$ cat config.mk
export PLATFORM = sky130hd
export DESIGN_NAME = mem_port_arbiter
export DESIGN_NICKNAME = d
export VERILOG_FILES = /design/src/rtl/mem_port_arbiter.sv
export SDC_FILE = /design/constraint.sdc
export NUM_CORES = 1
export LEC_CHECK = 0
export CORE_MARGIN = 4
export CORE_UTILIZATION = 40
export CTS_BUF_LIST = sky130_fd_sc_hd__clkbuf_8
export CTS_CLUSTER_SIZE = 30
export DETAILED_ROUTE_END_ITERATION = 7
export PLACE_DENSITY = 0.8
export SLEW_MARGIN = 10
export SYNTH_ARGS = -nofsm -noshare
export SYNTH_HDL_FRONTEND = slang
export SYNTH_SLANG_ARGS = --single-unit
$ cat constraint.sdc
create_clock -name clk -period 2.1 [get_ports clk]
set_input_delay 0.42 -clock clk [delete_from_list [all_inputs] [get_ports clk]]
set_output_delay 0.42 -clock clk [all_outputs]
set_load 0.05 [all_outputs]
$ cat src/rtl/mem_port_arbiter.sv
`default_nettype none
// ============================================================================
//  Module      : mem_port_arbiter
//  Description : Round-robin arbiter and fixed-latency access sequencer that
//                shares a single-ported memory between the core and the UART
//                boot loader.
//  Revision    : 1.0 - initial release
// ============================================================================
module mem_port_arbiter #(
    parameter int ADDR_WIDTH  = 32,
    parameter int DATA_WIDTH  = 32,
    parameter int MEM_LATENCY = 1
) (
    input  logic                  clk,
    input  logic                  reset,
    input  logic                  cpu_req,
    input  logic                  cpu_we,
    input  logic [ADDR_WIDTH-1:0] cpu_addr,
    input  logic [DATA_WIDTH-1:0] cpu_wdata,
    output logic [DATA_WIDTH-1:0] cpu_rdata,
    output logic                  cpu_ready,
    output logic                  cpu_hold,
    input  logic                  ldr_boot,
    input  logic                  ldr_req,
    input  logic                  ldr_we,
    input  logic [ADDR_WIDTH-1:0] ldr_addr,
    input  logic [DATA_WIDTH-1:0] ldr_wdata,
    output logic [DATA_WIDTH-1:0] ldr_rdata,
    output logic                  ldr_ready,
    output logic                  mem_we,
    output logic [ADDR_WIDTH-1:0] mem_addr,
    output logic [DATA_WIDTH-1:0] mem_wdata,
    input  logic [DATA_WIDTH-1:0] mem_rdata,
    output logic [1:0]            owner
);

    localparam int                 c_cnt_w = $clog2(MEM_LATENCY + 1) + 1;
    localparam logic [c_cnt_w-1:0] c_lat   = c_cnt_w'(MEM_LATENCY);
    localparam logic [c_cnt_w-1:0] c_one   = c_cnt_w'(1);
    localparam logic [1:0]         c_g_cpu = 2'b01;
    localparam logic [1:0]         c_g_ldr = 2'b10;

    typedef enum logic [1:0] {
        S_IDLE   = 2'd0,
        S_ACCESS = 2'd1,
        S_RESP   = 2'd2
    } state_t;

    state_t             r_state;
    logic [c_cnt_w-1:0] r_cnt;
    logic [1:0]         r_last_grant;
    logic               r_is_write;

    logic                  w_cpu_elig;
    logic                  w_ldr_elig;
    logic [1:0]            w_pick;
    logic                  w_sel_we;
    logic [ADDR_WIDTH-1:0] w_sel_addr;
    logic [DATA_WIDTH-1:0] w_sel_wdata;

    // Boot mode removes the core from arbitration entirely.
    assign w_cpu_elig = cpu_req & ~ldr_boot;
    assign w_ldr_elig = ldr_req;

    always_comb begin
        w_pick = 2'b00;
        if (w_cpu_elig && w_ldr_elig) begin
            w_pick = r_last_grant[0] ? c_g_ldr : c_g_cpu;
        end else if (w_cpu_elig) begin
            w_pick = c_g_cpu;
        end else if (w_ldr_elig) begin
            w_pick = c_g_ldr;
        end
    end

    assign w_sel_we    = w_pick[1] ? ldr_we    : cpu_we;
    assign w_sel_addr  = w_pick[1] ? ldr_addr  : cpu_addr;
    assign w_sel_wdata = w_pick[1] ? ldr_wdata : cpu_wdata;

    assign cpu_hold = ldr_boot | (cpu_req & ~cpu_ready);

    always_ff @(posedge clk or negedge reset) begin
        if (!reset) begin
            r_state      <= S_IDLE;
            r_cnt        <= '0;
            r_last_grant <= c_g_ldr;
            r_is_write   <= 1'b0;
            owner        <= 2'b00;
            mem_we       <= 1'b0;
            mem_addr     <= '0;
            mem_wdata    <= '0;
            cpu_rdata    <= '0;
            ldr_rdata    <= '0;
            cpu_ready    <= 1'b0;
            ldr_ready    <= 1'b0;
        end else begin
            cpu_ready <= 1'b0;
            ldr_ready <= 1'b0;
            case (r_state)
                S_IDLE: begin
                    if (|w_pick) begin
                        owner        <= w_pick;
                        r_last_grant <= w_pick;
                        mem_addr     <= w_sel_addr;
                        mem_wdata    <= w_sel_wdata;
                        mem_we       <= w_sel_we;
                        r_is_write   <= w_sel_we;
                        r_cnt        <= c_lat;
                        r_state      <= S_ACCESS;
                    end
                end
                S_ACCESS: begin
                    // Single write strobe: only the first ACCESS cycle writes.
                    mem_we <= 1'b0;
                    if (r_cnt == '0) begin
                        if (!r_is_write) begin
                            if (owner[0]) cpu_rdata <= mem_rdata;
                            if (owner[1]) ldr_rdata <= mem_rdata;
                        end
                        cpu_ready <= owner[0];
                        ldr_ready <= owner[1];
                        r_state   <= S_RESP;
                    end else begin
                        r_cnt <= r_cnt - c_one;
                    end
                end
                S_RESP: begin
                    owner   <= 2'b00;
                    r_state <= S_IDLE;
                end
                default: begin
                    owner   <= 2'b00;
                    mem_we  <= 1'b0;
                    r_state <= S_IDLE;
                end
            endcase
        end
    end

endmodule
`default_nettype wire
Word level (Yosys, flattened, before mapping)
Index checks and enable logic that the tools add are counted. W data, S select, Z words.

Register bits after elaboration: 139. Input port bits: 167. Output and inout port bits: 134. Word-level logic and storage cells: 58.

Add/sub/neg operators: 1. Eq/ne operators: 5. Mux-type cells: 20. Bitwise gates (word level): 8. Reduce and logical (&&, ||, !) cells: 12.

Operator list (number): $mux W32 (2); $mux W2 (8); $pmux W2 S2 (3); $reduce_and A2 Y1 (4); $reduce_and A4 Y1 (2); $mux W1 (6); $ne A2 B2 Y1 const B (3); $not A1 Y1 (5); $logic_not A2 Y1 (2); $reduce_and A3 Y1 (1); $and A1 B1 Y1 (2); $eq A2 B1 Y1 const B (1); $eq A2 B2 Y1 const B (1); $pmux W1 S2 (1); $reduce_bool A2 Y1 (1); $reduce_or A2 Y1 (1); $sub A2 B1 Y2 const B (1); $logic_and A1 B1 Y1 (1); $or A1 B1 Y1 (1).

Depth between registers and ports, before layout
Depth after elaboration: 7. Gate-level depth with buffers: 7. Mapped depth without buffers: 6.

Least setup slack after synthesis
OpenSTA, ideal clock, no wires.

Kind: register to register. Start point: reg r_cnt[0]. End point: reg cpu_rdata[0]. Setup time: 125 ps. Arrival time: 1638 ps. Required time: 1975 ps. Slack: 337 ps. Cell stages (with the launch flop): 8. Path buffers: 1. Clock period less this slack: 1763 ps. Cell sequence: dfrtp_1 inv_1 ha_1 and3b_2 nor2b_4 nand2_4 buf_12 mux2_4.

Word-level cells in the longest chain between the ends: 2.

Ends and longest elaborated chain: from (decl) (RTL line 50) `logic [c_cnt_w-1:0] r_cnt;`; from (signal assigned) (RTL line 108) `r_cnt <= c_lat;`; from (signal assigned) (RTL line 124) `r_cnt <= r_cnt - c_one;`; $logic_not A2 Y1 (RTL line 115) `if (r_cnt == '0) begin`; $reduce_and A4 Y1 (no source line); to (signal assigned) (RTL line 117) `if (owner[0]) cpu_rdata <= mem_rdata;`; to (decl) (RTL line 20) `output logic [DATA_WIDTH-1:0] cpu_rdata,`.

No other way between the ends. A chain may end at the register's enable or synchronous reset.

Final worst setup path
Start point: reg ldr_rdata[14]. End point: out ldr_rdata[14].

RTL lines: from (decl) (RTL line 28) `output logic [DATA_WIDTH-1:0] ldr_rdata,`; from (signal assigned) (RTL line 118) `if (owner[1]) ldr_rdata <= mem_rdata;`.

No word-level cell between the ends.

==> results.yml <==
run_status:
  outcome: "finished clean"
die:
  die_width_um: 131
  die_y_um: 131
  start_util_pct: 41.3
  io_pins: 301
  rows: 44
  die_area_mm2: 0.0172
  placeableCoreArea_mm2: 0.0147
cts:
  clock_sinks: 139
  htree_levels: 4
  clockBufferDepth: 2
  cts_root_buffer: "clkbuf_8"
  clk_pin_slew_ns: 0.08
  cts_tree: "done"
  numCtsBuffers: 17
  clock_latency_ns: 0.44
  post_cts_buffers: 0
flow_run:
  cap_violations: 0
yosys:
  ys_seq_area_share_pct: 57.2
  synthMuxAreaShare_pct: 15.7
  yosys_warnings: 0
  syn_area_mm2: 0.00608
  synth_enable_flop_cells: 0
  yosys-top-cells-area: "dfrtp_1 (57%), mux2_4 (15%), nand2_1 (8.0%)"
  ys_types: 30
  syn_avg_cell_area_um2: 11.3
  synth_ff_type: "dfrtp_1"
  async_flop_share_pct: 100
  yosysTopAreaCell: "dfrtp_1"
  syn_inst: 536
  synth-simple-area-share_pct: 13.6
  synth_fp_nets: 704
  netlist.area_leader.share_pct: 57.2
  synthAdderAreaFrac_pct: 0.206
  synth_top_family_by_area: "multiplexers"
  synth-seq-cells: 139
  synth_compound_area_share_pct: 8.61
  synth_xor_area_share_pct: 0
place:
  dp_hpwl_mm: 13.5
  dpl_worst_slack_ns: 0.0923
  gp_congestion: 0.828
  port_buffers: 300
finish:
  areaGrowthSynthToFinish_pct: 61.7
  fin_nets: 1002
  n_fill_cell: 1083
  drive_gt1_share_pct: 15.2
  antenna_cells: 0
sta:
  finalHoldViolCount: 0
  finalCritPeriodShare_pct: 96.9
  setup_viol: 0
  clock_skew_ns: 0.0116
  finalWorstPathRequiredPeriod_ns: 2.04
  fin_ws_ns: 0.0642
  slew_violations: 0
  max_slew_margin_pct: 61.2
  max_freq_mhz: 491
  worstMarginPinSlew_ns: 0.581
  tns_ns: 0
global_routing:
  grt_start_max_net_pins: 67
  grt_pass1_vias: 5256
  overflow: 0
  antenna_found_initial: 0
  grt_usage_pct: 20.9
  grt_pass1_wl_mm: 28.6
routing:
  num_vias: 5023
  drtIter0Drc: 187
  wl_mm: 18.0
  drc: 0
  ant_nets: 0
  drt_first_pass_iters: 4
  via_per_inst: 4.87
  post_drt_wl_per_cell_um: 17.4
pwr:
  power.internal_mw: 8.94
  p_comb_share_pct: 59.5
  pwr-share-seq_pct: 27.7
  p_sw_mw: 8.46
  p_leak_nw: 4.77
  power.density_mw_per_mm2: 1770
  swShare_pct: 48.6
  ir_drop_mv: 0.826
  p_clk_share_pct: 12.8
worst_setup_path:
  start_kind: "flop"
  critPathTopFamily: "buffers and inverters"
  path_cells: "clkdlybuf4s50_1"
  path_class: "flop to primary output"
  cp.arrival_ns: 1.62
  cp.required_ns: 1.68
  cp_slowest_cell: "clkdlybuf4s50_1"
  path_buf_inv: 1
  critPathCaptureType: "primary output"
  critPathMaxStageDelay_ns: 0.82
  cp_max_fo: 2
hold_path:
  min_path_type: "input port to async pin"
state kept, by name, indices dropped and copies added (netlist names):
| name | count |
|---|---|
| mem_we | 1 |
| cpu_ready | 1 |
| r_state | 2 |
| cpu_rdata | 32 |
| mem_wdata | 32 |
| r_last_grant | 1 |
| r_is_write | 1 |
| owner | 2 |
| ldr_rdata | 32 |
| r_cnt | 2 |
| mem_addr | 32 |
| ldr_ready | 1 |
worst paths after layout:
| check | startpoint | end | slack, ns | cells after the start |
|---|---|---|---|---|
| worst max register to register | r_cnt[0] | cpu_rdata[3] | 0.16 | 7 |
| worst max-delay path | ldr_rdata[14] | ldr_rdata[14] | 0.06 | 1 |
| worst min register to register | r_state[0] | r_state[0] | 0.49 | 1 |
| min in group clk | r_state[0] | r_state[0] | 0.49 | 1 |
| worst min-delay path | reset | ldr_rdata[19] | 0.46 | 2 |
| max in group asynchronous | reset | mem_wdata[31] | 0.98 | 3 |
power groups by stage:
stage | sequential, mW | combinational [mW] | clock, mW
CTS | 4.86 | 10.5 | 2.28
global route | 5.01 | 10.8 | 2.42
detailed placement | 4.90 | 10.5 | 0
finish | 4.83 | 10.4 | 2.22
floorplan | 9.27 | 2.41 | 0
global placement | 4.83 | 10.4 | 0
cell families (layout without fill, tap and decap cells):
group | Yosys count | count (layout)
simple gates | 207 | 207
flops | 139 | 139
compound gates | 84 | 84
mux | 65 | 65
buf+inv | 40 | 351
fa+ha+maj | 1 | 1
layer usage:
metal / up-vias / routed length [µm] / GRT usage, %
met3: 38 / 1550 / 7.91
met4: 0 / 595 / 8.52
met2: 222 / 8750 / 35.6
met1: 2343 / 7070 / 23.7
met5: - / 0 / 0
li1: 2420 / - / -
cell usage after synthesis (2+ instances only):
cell and instances:
nor2_1 67, nand2_4 2, buf_1 3, mux2_4 60
nand2_1 130, clkbuf_1 7, o21ai_0 3, buf_12 6
a31oi_1 65, a21oi_1 10, and2_2 2, dfrtp_1 139
inv_1 5, buf_2 18, mux2_2 4
timing repair:
item | in CTS | in global routing
hold endpoints to repair | 39 | 0
hold buffers | 1 | 0
pin swaps | 0 | 0
setup endpoints to repair | 5 | 55
gates resized for setup | 5 | 55
cells in the final DEF, fill, tap and decap left out, types with 4 or more instances in the layout:
| cell | count |
|---|---|
| clkdlybuf4s50_1 | 231 |
| dfrtp_1 | 139 |
| nand2_1 | 130 |
| nor2_1 | 67 |
| a31oi_1 | 65 |
| mux2_4 | 60 |
| dlymetal6s2s_1 | 55 |
| clkbuf_8 | 18 |
| buf_4 | 11 |
| a21oi_1 | 10 |
| buf_12 | 10 |
| inv_1 | 5 |
| dlygate4sd2_1 | 5 |
| mux2_2 | 4 |
| clkinv_4 | 4 |
metrics by stage:
stage                     area (µm²)  hold slack [ns]  instances  util [%]  total power, mW
final                           9820            0.464       1031      66.8             17.4
after global routing            9820            0.466       1031      66.8             18.3
after CTS                       9690            0.444       1031      65.9             17.6
after global placement          9270            0.357        998      63.1             15.2
after detailed placement        9270            0.358        998      63.1             15.4
after floorplan                 6080            0.124        536         -             11.7
area by class of cell:
| type | count | area (µm²) | share of cell area, % |
|---|---|---|---|
| multi-input combinational | 357 | 2340 | 23.8 |
| timing repair buffer | 314 | 3350 | 34.1 |
| clock buffer | 18 | 248 | 2.52 |
| inverter | 5 | 18.8 | 0.191 |
| tap | 184 | 230 | 2.34 |
| sequential | 139 | 3480 | 35.4 |
| clock inverter | 14 | 161 | 1.64 |
No activity file was read; power rests on OpenSTA's default activity.
